[config.mk]
export PLATFORM = sky130hd
export DESIGN_NAME = deserializer_1to32
export DESIGN_NICKNAME = d
export VERILOG_FILES = /design/src/rtl/deserializer_1to32.sv
export SDC_FILE = /design/constraint.sdc
export NUM_CORES = 1
export LEC_CHECK = 0
export CAP_MARGIN = 20
export CORE_MARGIN = 2
export CORE_UTILIZATION = 45
export CTS_CLUSTER_DIAMETER = 200
export DETAILED_ROUTE_END_ITERATION = 16
export HOLD_SLACK_MARGIN = 0.05
export PLACE_DENSITY = 0.74
export SETUP_SLACK_MARGIN = 0.3
export SYNTH_ARGS = -nofsm -noshare
export SYNTH_HDL_FRONTEND = slang
export SYNTH_SLANG_ARGS = --single-unit
[constraint.sdc]
create_clock -name CLK -period 5.1 [get_ports CLK]
set_input_delay 1.02 -clock CLK [delete_from_list [all_inputs] [get_ports CLK]]
set_output_delay 1.02 -clock CLK [all_outputs]
set_load 0.02 [all_outputs]
[src/rtl/deserializer_1to32.sv]
// rtl/deserializer_1to32.sv - serial-to-parallel 32-bit word builder
//
// Collects one bit per D_valid/D_ready handshake into a 32-bit word, either at
// an auto-incrementing position (MODE=0) or at an addressed position S (MODE=1).
// The word is presented on X/X_valid once every position has been written, or
// earlier on FLUSH, and held until the consumer accepts it with X_ready.
//
// Ports:
//   CLK      in   rising-edge clock
//   RSTn     in   asynchronous active-low reset
//   D        in   serial data bit
//   D_valid  in   D, S, MODE, FLUSH valid this cycle
//   D_ready  out  high while filling (decoded from state)
//   MODE     in   0 = auto-index, 1 = addressed by S
//   S        in   [4:0] bit position used when MODE = 1
//   FLUSH    in   finish the current word early (needs at least one written bit)
//   X        out  [31:0] assembled word, meaningful while X_valid = 1
//   X_valid  out  word available
//   X_ready  in   consumer takes the word
//   IDX      out  [4:0] current auto-index (debug)

module deserializer_1to32 (
    input  logic        CLK,
    input  logic        RSTn,
    input  logic        D,
    input  logic        D_valid,
    output logic        D_ready,
    input  logic        MODE,
    input  logic [4:0]  S,
    input  logic        FLUSH,
    output logic [31:0] X,
    output logic        X_valid,
    input  logic        X_ready,
    output logic [4:0]  IDX
);

    typedef enum logic {
        FILL = 1'b0,
        FULL = 1'b1
    } state_e;

    state_e      state_q;
    logic [31:0] w_q;
    logic [31:0] m_q;
    logic [4:0]  idx_q;
    logic        x_valid_q;

    logic [31:0] w_d;
    logic [31:0] m_d;
    logic [4:0]  idx_d;
    logic [4:0]  pos;
    logic        accept;
    logic        full_d;

    // Next word/mask/index as they would be after this cycle's accept. The
    // completion test looks at the updated mask so that the bit arriving this
    // cycle counts, and a rewrite of an already written position leaves the
    // mask (and thus the completion decision) unchanged.
    always_comb begin
        accept = D_valid && (state_q == FILL);
        pos    = MODE ? S : idx_q;
        w_d    = w_q;
        m_d    = m_q;
        idx_d  = idx_q;
        if (accept) begin
            w_d[pos] = D;
            m_d[pos] = 1'b1;
            if (!MODE) begin
                idx_d = idx_q + 5'd1;
            end
        end
        // FLUSH counts with an accepted bit or alone, but only once something
        // has been written; an empty flush is dropped.
        full_d = (state_q == FILL) &&
                 ((accept && (&m_d)) || (FLUSH && (|m_d)));
    end

    always_ff @(posedge CLK or negedge RSTn) begin
        if (!RSTn) begin
            state_q   <= FILL;
            w_q       <= 32'h0;
            m_q       <= 32'h0;
            idx_q     <= 5'd0;
            x_valid_q <= 1'b0;
        end else begin
            case (state_q)
                FILL: begin
                    w_q   <= w_d;
                    m_q   <= m_d;
                    idx_q <= idx_d;
                    if (full_d) begin
                        state_q   <= FULL;
                        x_valid_q <= 1'b1;
                    end
                end
                FULL: begin
                    // Word and mask are frozen here; inputs are ignored until
                    // the consumer handshake, which costs one bubble cycle.
                    if (X_ready) begin
                        state_q   <= FILL;
                        w_q       <= 32'h0;
                        m_q       <= 32'h0;
                        idx_q     <= 5'd0;
                        x_valid_q <= 1'b0;
                    end
                end
                default: begin
                    state_q   <= FILL;
                    x_valid_q <= 1'b0;
                end
            endcase
        end
    end

    // Unwritten bits stay 0 because W is cleared at reset and on every handoff.
    assign X       = w_q;
    assign X_valid = x_valid_q;
    assign D_ready = (state_q == FILL);
    assign IDX     = idx_q;

endmodule
Word level (Yosys, flattened, before mapping)
Index checks and enable logic that the tools add are counted.
Storage, ports and cells
  bits of input ports: 12
  output and inout port bits: 39
  logic and storage cells: 44
  flip-flop bits (word level): 71
Operators by class
  mux-type cells: 19
  bitwise operators: 2
  eq/ne operators: 4
  add/subtract/negate cells: 1
  reduce and logical (&&, ||, !) cells: 11
  $lt $le $gt $ge: 2
Operators by type and width (number)
  $pmux W32 S2: 2
  $mux W32: 3
  $bwmux W32: 1
  $or A32 B32 Y32: 1
  $reduce_and A32 Y1: 1
  $reduce_or A32 Y1: 1
  $mux W5: 4
  $pmux W5 S2: 1
  $lt A5 B6 Y1 const B: 1
  $add A5 B1 Y5 const B: 1
  $demux W1 S5: 1
  $ge A5 B1 Y1 const B: 1
  $logic_and A1 B1 Y1: 5
  $mux W1: 5
  $ne A2 B1 Y1 const B: 2
  $ne A2 B2 Y1 const B: 2
  $pmux W1 S2: 2
  $reduce_and A2 Y1: 2
  $reduce_and A3 Y1: 1
  $logic_or A1 B1 Y1: 1
  $not A1 Y1: 1

Longest topological paths before layout
  depth in word-level cells: 13
  mapped depth: 11
  depth with buffers taken out: 7

Least setup slack after synthesis
No wires, ideal clock.
  path type: in2reg
  start: in MODE
  end: reg state_q
  path buffers: 1
  setup slack: 2131 ps
  setup time: 142 ps
  required time: 4958 ps
  stages on the path: 8
  arrival: 2827 ps
  cells stage by stage: buf_6 -> mux2i_1 -> a211oi_4 -> a21oi_1 -> nand2_1 -> or4_1 -> o311ai_2 -> o211ai_1
On the way
  word-level cells in the longest chain between the ends: 13
  elaborated cells on any way between the ends: 16
  classes of those cells: order compare (2); mux (6); bitwise (1); reduce/logical (7)
RTL lines
  from (decl): RTL line 28  | input logic MODE,
  $mux W5 *: RTL line 61  | pos = MODE ? S : idx_q;
  $lt A5 B6 Y1 (not written as such) or $ge A5 B1 Y1 (tied branches): RTL line 67  | m_d[pos] = 1'b1;
  $logic_and A1 B1 Y1 (not written as such): RTL line 67
  $mux W1 (not written as such): RTL line 67
  $demux W1 S5 *: RTL line 67
  $or A32 B32 Y32 (no line) *
  $mux W32 *: RTL line 65  | if (accept) begin
  $reduce_and A32 Y1 or $reduce_or A32 Y1 (tied branches): RTL line 75  | ((accept && (&m_d)) || (FLUSH && (|m_d)));
  $logic_and A1 B1 Y1: RTL line 75
  $logic_or A1 B1 Y1 *: RTL line 75
  $logic_and A1 B1 Y1 *: RTL line 74  | full_d = (state_q == FILL) &&
  $mux W1 *: RTL line 91  | if (full_d) begin
  $pmux W1 S2 *: RTL line 86  | case (state_q)
  to (signal assigned): RTL line 80  | state_q <= FILL;
  to (signal assigned): RTL line 92  | state_q <= FULL;
  to (signal assigned): RTL line 100  | state_q <= FILL;
  to (decl): RTL line 42  | state_e state_q;
Every way passes the cells marked *; elsewhere a longest branch is shown, timed or not.
A chain may end at the register's enable or synchronous reset.

Worst setup path after layout
Ends and elaborated chain as after synthesis.

==> flow_metrics.env <==
export IMPL_status="complete, no violations"
export IMPL_setup_tns_ns=0
export IMPL_cts_root_buffer="clkbuf_8"
export IMPL_worstPathArrival_ns=4.17
export IMPL_slowest_stage="clkdlybuf4s50_1"
export IMPL_wl_per_cell_um=18.1
export IMPL_min_period_ns=3.90
export IMPL_relSlewSlack_pct=28.8
export IMPL_io_pin_count=51
export IMPL_cts_buffer_depth=2
export IMPL_synth_top_flop_cell="dfrtp_1"
export IMPL_syn_inst=400
export IMPL_crit_path_end="state_q"
export IMPL_power_per_cell_area_nw_per_um2=371
export IMPL_startpoint_type="input port"
export IMPL_drive_above_1_share_pct=8.87
export IMPL_path_clk_slew_ns=0.08
export IMPL_setup_viol=0
export IMPL_grt_pass1_vias=3143
export IMPL_numCtsBuffers=9
export IMPL_hold_violations=0
export IMPL_grt_max_degree=45
export IMPL_drv_slew=0
export IMPL_post_cts_setup_buffers=0
export IMPL_synthesis_nets=413
export IMPL_r2r_end="state_q"
export IMPL_clk_latency_ns=0.35
export IMPL_antenna_cells=0
export IMPL_setup_ws_ns=1.20
export IMPL_place_inst=536
export IMPL_fin_crit_sh_pct=76.5
export IMPL_drv_cap=0
export IMPL_critPathKind="in -> reg"
export IMPL_p_leak_uw=0.00177
export IMPL_pre_cts_slack_ns=0.898
export IMPL_dieArea_um2=8790
export IMPL_worst_pin_slew_ns=1.06
export IMPL_via_per_inst=6.01
export IMPL_holdWs_ns=0.502
export IMPL_core_um2=7770
export IMPL_fillers=716
export IMPL_finalNetCount=459
export IMPL_reg2reg_from="state_q"
export IMPL_regArea_um2=1780
export IMPL_cts_sinks=71
export IMPL_vias=3324
export IMPL_yosysSeqAreaShare_pct=49.0
export IMPL_synth_edf_count=0
export IMPL_die_w_um=93.8
export IMPL_synth_area_um2=3620
export IMPL_skew_ns=0.0135
export IMPL_drt_total_wl_mm=10.0
export IMPL_avgSynthCellArea_um2=9.06
export IMPL_async_flop_share_pct=100
export IMPL_max_stage_delay_ns=0.92
export IMPL_grt_setup_unrepaired="no"
export IMPL_yosys_warnings=0
export IMPL_hold_buffers=0
export IMPL_crit_start="MODE"
export IMPL_r2r_slack_ns=2.25
export IMPL_drt_iter0_drc=318
export IMPL_gp_congestion=0.912
export IMPL_crit_buf_inv=1
export IMPL_rows=32
export IMPL_fmax_ghz=0.256
export IMPL_cts_htree_levels=3
export IMPL_firstDrtPassIters=4
export IMPL_synth_distinct_cells=49
export IMPL_cts_tree="built"
export IMPL_grt_pass1_wl_mm=16.4
export IMPL_layout_common_cells="dfrtp_1, clkdlybuf4s50_1, o21ai_0"
export IMPL_final_cells=553
export IMPL_grt_overflow=0
export IMPL_reg2reg_depth=7
export IMPL_dp_hpwl_mm=6.98
export IMPL_detail_route_antenna_nets=0
export IMPL_area_growth_syn_to_layout_pct=22.9
export IMPL_start_util_pct=46.7
export IMPL_yosys_register_bits=71
export IMPL_drc_errors=0
export IMPL_io_buffers=50
export IMPL_track_usage_pct=23.9
export IMPL_multi_input_area_um2=1640
export IMPL_crit_cells=8
export IMPL_hp_class="reg -> reg"
export IMPL_ir_worst_vdd_mv=0.159
export IMPL_worstPathRequired_ns=5.37
export IMPL_post_cts_resized=0
export IMPL_cp_end_kind="flip-flop"
export IMPL_worstPathMaxFanout=18
export IMPL_antenna_found_initial=0
export IMPL_cp_cell_sequence="clkdlybuf4s50_1 > mux2_4 > nor2_1 > a31oi_1 > or4_1 > nor3_1 > nand4_1 > o211ai_1"
export IMPL_final_common_cell="dfrtp_1"
export IMPL_crit_family="simple AND/OR/NAND/NOR gates"
export IMPL_fp_dieH_um=93.8
[worst min path at each step]
stage / start / to / slack, ns / cells past startpoint
after floorplan: m_q[30] / m_q[30] / 0.50 / 2
after global placement: X[0] / X[0] / 0.48 / 2
after detailed placement: X[12] / X[12] / 0.49 / 2
after CTS: X[12] / X[12] / 0.51 / 2
after global routing: X[10] / X[10] / 0.53 / 2
final: X[4] / X[4] / 0.50 / 2
[cell type report]
| cell class | instances | area share [%] |
|---|---|---|
| well taps | 102 | 2.87 |
| repair buffers | 62 | 13.6 |
| inverters | 21 | 1.77 |
| multi-input cells | 281 | 36.8 |
| clock buffers | 9 | 2.78 |
| flip-flops and latches | 71 | 39.9 |
| clock inverters | 7 | 2.30 |
[sequential cells by signal, summed over array words and instances, names as in the netlist]
signal and count:
X 32, IDX 5, X_valid 1, state_q 1, m_q 32
[kinds of logic after synthesis]
kind of cell / share of synthesized area [%]
DFF: 49.0
adders and majority gates: 0.345
muxes: 1.55
AOI/OAI and AO/OA: 21.6
buffers and inverters: 5.80
and+or+nand+nor: 20.9
xor gates and xnor gates: 0.725
[power by group]
part           leakage, uW  internal, uW  total [uW]  switching [uW]
logic             0.000698           167         412             246
clock network     0.000111           281         512             231
registers         0.000964           642         729            86.5
[layer usage]
layer | routed length, um | global-route usage [%] | share of wire (%) | vias up
li1 | - | - | - | 1550
met1 | 4440 | 35.2 | 44 | 1606
met2 | 4640 | 36.0 | 46 | 158
met3 | 812 | 4.09 | 8.1 | 10
met4 | 146 | 7.85 | 1.5 | 0
met5 | 0 | 0 | 0 | -
[Yosys cell counts, drive strengths merged, types with 2 or more instances]
| library cell | instances | share of area (%) |
|---|---|---|
| nand3 | 40 | 5.5 |
| o32ai | 2 | 1.0 |
| mux2 | 2 | 0.72 |
| o22ai | 17 | 2.9 |
| inv | 21 | 2.2 |
| nor2 | 9 | 1.0 |
| nand4 | 6 | 1.0 |
| and2 | 4 | 0.69 |
| nor4 | 11 | 1.9 |
| or4 | 3 | 0.62 |
| nor3 | 5 | 0.83 |
| mux2i | 3 | 0.83 |
| nand2 | 40 | 4.1 |
| dfrtp | 71 | 49 |
| o211ai | 4 | 0.83 |
| nand2b | 20 | 3.7 |
| buf | 10 | 1.9 |
| clkbuf | 17 | 1.8 |
| xor2 | 3 | 0.73 |
| a31oi | 20 | 3.5 |
| a21oi | 31 | 4.4 |
| o21ai | 43 | 5.9 |
[worst reg2reg max path, cell delays in order (launching register included)]
cell	delay [ns]
dfrtp_1	0.60
nand2b_4	0.33
nor2_1	0.50
a31oi_1	0.27
or4_1	0.56
nor3_1	0.24
nand4_1	0.15
o211ai_1	0.12
[per-stage QoR]
step                power (uW)  instance area [um2]  util (%)
finish                    1650                 4450      57.3
detailed placement        1140                 4200      54.1
CTS                       1650                 4430      57.0
floorplan                  990                 3620         -
global route              1750                 4450      57.3
global placement          1130                 4200      54.1
Note: power is estimated with default switching activity, not from simulation.
==> patch 1, RTL diff (same flow settings) <==
Reset style: synchronous (`RSTn`), changed in one clocked block. Comments in the files are not updated.
--- a/src/rtl/deserializer_1to32.sv
+++ b/src/rtl/deserializer_1to32.sv
@@ -75,7 +75,7 @@
                  ((accept && (&m_d)) || (FLUSH && (|m_d)));
     end
 
-    always_ff @(posedge CLK or negedge RSTn) begin
+    always_ff @(posedge CLK) begin
         if (!RSTn) begin
             state_q   <= FILL;
             w_q       <= 32'h0;
Check against the original RTL: differs if RSTn is asserted again (counterexample within 4 cycles, from zero or initial values and one cycle with RSTn low); with RSTn held inactive, the same outputs for 4 cycles.
==> patch 1 against the original RTL <==
Cell area down 7.2%; cell count up 1.4%; wire length down 3.2%; worst setup slack worse by 0.12 ns; synthesized area down 7.1%; sequential cell count unchanged.
Power is not compared: it rests on default switching activity, and its combinational part moved more than twofold at a synthesized area within 25%.
==> patch 1: results <==
group,metric,value,unit
cells_and_area,num_antenna_cells,0,
grt,grt_pass1_wl,15.9,mm
sta,setup_viol,0,
clocking,clkTransAtPathRegs,0.08,ns
setup_path,r2r-start,"state_q$_SDFF_PN0_",
pwr,p_leak,1.46,nW
sta,fmax,0.249,GHz
clocking,clockRootBuffer,"clkbuf_8",
synth,synth_fa_ha_area_share,0.372,%
setup_path,r2r_end,"X_valid$_SDFFE_PN0P_",
sta,worst_slew_pin_slew,1.01,ns
setup_path,ff2ff_path_depth,7,
drt,wl,9.71,mm
setup_path,cp.arrival,4.32,ns
synth,ys_types,53,
setup_path,path_max_fanout,23,
worst_hold_path,holdPathEnd,"X[22]$_SDFFE_PN0P_",
sta,finClkSkew,0.00541,ns
synth,avgSynthCellArea,8.09,um^2
drt,wl_per_cell,17.3,um
drt,dr.first_iter.drc_count,381,
cells_and_area,multi_input_area,0.00180,mm^2
grt,grt_start_max_net_pins,39,
clocking,cts_max_level,3,
cells_and_area,drive_above_1_share,8.66,%
clocking,cts_made_buffers,9,
placed_design,hpwl,6.58,mm
clocking,cts_resized,0,
synth,synth_compound_area_share,23.5,%
synth,yosys-top-cells-count,"dfxtp_1, nor2_1, a21oi_1, nand2_1",
cells_and_area,nets,470,
synth,syn_nets,429,
placed_design,place_area,0.00395,mm^2
placed_design,pre_cts_slack,0.757,ns
synth,muxShareOfSynthArea,1.86,%
synth,ys_seq_area_share,42.2,%
worst_hold_path,hold_start,"X[22]$_SDFFE_PN0P_",
synth,yosysWarnings,0,
drt,drt_pass1_iterations,5,
synth,ys.flop_type,"dfxtp_1",
grt,grt.total_usage,24.2,%
synth,async_reset_ff_share,0,%
grt,antenna_found_initial,0,
setup_path,r2r_setup_slack,1.69,ns
synth,synth_area_leaders,"dfxtp_1, a21oi_1, nor2_1",
cells_and_area,fillers,669,
placed_design,dp_cells,544,
placed_design,port_buffers,50,
clocking,cts_setup_buffers,0,
clocking,clock_latency,0.36,ns
pwr,vdd_ir_drop_max,144,uV
worst_hold_path,holdPathStages,2,
grt,grt_pass1_vias,3056,
synth,synth_xor_area_share,0.780,%
placed_design,place.gp.congestion,0.967,
clocking,clockBufferDepth,2,
drt,via_count,3323,
sta,hold_slack,0.476,ns
outcome,status,"completed",
## patch 1: cells by family after synthesis
family | count (synthesis)
simple gates | 172
xor+xnor | 3
mux | 6
compound gates | 126
flops | 71
fa+ha+maj | 1
buf+inv | 37
## patch 1: worst max-delay path by stage
stage	from	to	cells after the start
floorplan	S[4]	X_valid$_SDFFE_PN0P_	8
global placement	MODE	X_valid$_SDFFE_PN0P_	8
detailed placement	MODE	X_valid$_SDFFE_PN0P_	8
CTS	MODE	X_valid$_SDFFE_PN0P_	8
global route	MODE	X_valid$_SDFFE_PN0P_	8
finish	MODE	X_valid$_SDFFE_PN0P_	8
## patch 1: cell type report
class	count	area share, %
Clock buffer	11	3.42
Clock inverter	5	0.787
Inverter	4	0.363
Multi-Input combinational cell	308	43.5
Sequential cell	71	34.4
Tap cell	99	3.00
Timing Repair Buffer	63	14.6
## patch 1: routing by layer
layer	share of wire [%]	track usage [%]	vias up
met2	46	36.7	141
li1	-	-	1579
met5	0	0	-
met1	46	33.9	1588
met4	2.0	11.7	0
met3	6.4	3.34	15
## patch 1: where the power goes
part	total (mW)	switching [mW]	internal, mW
Combinational	0.201	0.129	0.0724
Clock	0.408	0.218	0.190
Sequential	0.585	0.0210	0.564
Total	1.19	0.368	0.826
## patch 1: critical path: stages
cell,delay [ns]
clkdlybuf4s50_1,0.91
or3b_4,0.49
a211oi_4,0.35
a21oi_1,0.17
or4_1,0.53
or4_1,0.42
nor4_2,0.27
a311o_2,0.16
==> patch 2, RTL diff (same flow settings) <==
Without the edit above. Register the input `MODE` before use, without a reset. The logic sees it one clock later. The other inputs are not delayed to match. Comments in the files are not updated.
--- a/src/rtl/deserializer_1to32.sv
+++ b/src/rtl/deserializer_1to32.sv
@@ -39,6 +39,12 @@
         FULL = 1'b1
     } state_e;
 
+    logic MODE_q;
+
+    always_ff @(posedge CLK) begin
+        MODE_q <= MODE;
+    end
+
     state_e      state_q;
     logic [31:0] w_q;
     logic [31:0] m_q;
@@ -58,14 +64,14 @@
     // mask (and thus the completion decision) unchanged.
     always_comb begin
         accept = D_valid && (state_q == FILL);
-        pos    = MODE ? S : idx_q;
+        pos    = MODE_q ? S : idx_q;
         w_d    = w_q;
         m_d    = m_q;
         idx_d  = idx_q;
         if (accept) begin
             w_d[pos] = D;
             m_d[pos] = 1'b1;
-            if (!MODE) begin
+            if (!MODE_q) begin
                 idx_d = idx_q + 5'd1;
             end
         end
Behaviour: not the same (a bounded check fails within 4 cycles, from zero or initial values and one cycle with RSTn low).
==> patch 2 against the original RTL <==
Sequential power increased by 2%; total power increased by 1.2%; worst setup slack improved by 0.32 ns; sequential cell count increased by 1; cell area about the same; non-clock buffer count decreased by 3; largest power group unchanged; synthesized area increased by 0.55%; critical path depth unchanged; wire length increased by 3.5%.
==> patch 2: results <==
group,metric,value,unit
outcome,status,"completed",
grt,grt.total_usage,25.0,%
cells_and_area,fin_cells,551,
synth,synth_fa_ha_area_share,0.343,%
grt,grt_pass1_wl,17.0,mm
sta,finClkSkew,0.00978,ns
synth,avgSynthCellArea,9.09,um^2
grt,grt_pass1_vias,3278,
synth,synth_xor_area_share,0.721,%
clocking,clockBufferDepth,2,
cells_and_area,drive_above_1_share,8.24,%
worst_hold_path,hold_start,"X[1]$_DFFE_PN0P_",
drt,dr.first_iter.drc_count,332,
setup_path,r2r-start,"MODE_q$_DFF_P_",
synth,async_reset_ff_share,98.6,%
setup_path,cp-startpoint,"S[0]",
setup_path,cp.arrival,3.85,ns
pwr,p_leak,1.77,nW
synth,muxShareOfSynthArea,1.54,%
grt,grt_start_max_net_pins,72,
cells_and_area,fillers,695,
placed_design,pre_cts_slack,1.18,ns
drt,drt_pass1_iterations,5,
setup_path,cp_slowest_cell,"nor2_1",
drt,wl,10.4,mm
clocking,cts_setup_buffers,0,
setup_path,path_max_fanout,15,
setup_path,max_stage_delay,0.77,ns
synth,ys_seq_area_share,49.3,%
sta,worst_slew_pin_slew,0.996,ns
placed_design,place.gp.congestion,0.958,
synth,synth_compound_area_share,21.5,%
synth,syn_nets,414,
drt,viasPerCell,6.14,
placed_design,place_area,0.00422,mm^2
synth,synth_area_leaders,"dfrtp_1, o21ai_0, nand3_1",
synth,ys_types,50,
cells_and_area,nets,457,
[patch 2: changes by cell type after synthesis, sizes merged]
cell / change
dfxtp: +1
[patch 2: final cells by class]
cell class / instances / area (um^2) / share of cell area (%)
Inverter: 21 / 78.8 / 1.77
Timing Repair Buffer: 59 / 583 / 13.1
Clock inverter: 7 / 101 / 2.28
Tap cell: 102 / 128 / 2.87
Sequential cell: 72 / 1800 / 40.4
Clock buffer: 9 / 124 / 2.78
Multi-Input combinational cell: 281 / 1640 / 36.8
[patch 2: critical path: cells and delay by family]
family | cells | cell delay [ns]
AOI/OAI and AO/OA | 2 | 0.37
buffers and inverters | 1 | 0.45
muxes | 1 | 0.32
and+or+nand+nor | 4 | 1.69
[patch 2: kinds of logic after synthesis]
| family | count (synthesis) |
|---|---|
| mux | 5 |
| compound gates | 128 |
| flops | 72 |
| fa+ha+maj | 1 |
| buf+inv | 48 |
| simple gates | 144 |
| xor+xnor | 3 |
[patch 2: path summary, 6_finish.rpt]
kind / end / slack [ns] / cells past startpoint
max: state_q$_DFF_PN0_ / 1.52 / 8
min: X[1]$_DFFE_PN0P_ / 0.50 / 2
max reg2reg: state_q$_DFF_PN0_ / 1.80 / 7
min reg2reg: X[1]$_DFFE_PN0P_ / 0.50 / 2
max in group asynchronous: m_q[30]$_DFFE_PN0P_ / 3.65 / 2
min in group asynchronous: IDX[1]$_DFFE_PN0P_ / 0.84 / 2
[patch 2: power by group]
group	internal [mW]	switching, mW
clock	0.281	0.240
sequential	0.651	0.0906
combinational	0.164	0.247
total	1.10	0.578
[patch 2: layer usage]
metal  vias to the layer above  global-route usage, %  routed length [um]
li1                       1543                      -                   -
met1                      1656                   34.5                4410
met2                       166                   40.4                5110
met3                        19                   4.09                 729
met4                         0                   8.09                 141
met5                         -                      0                   0
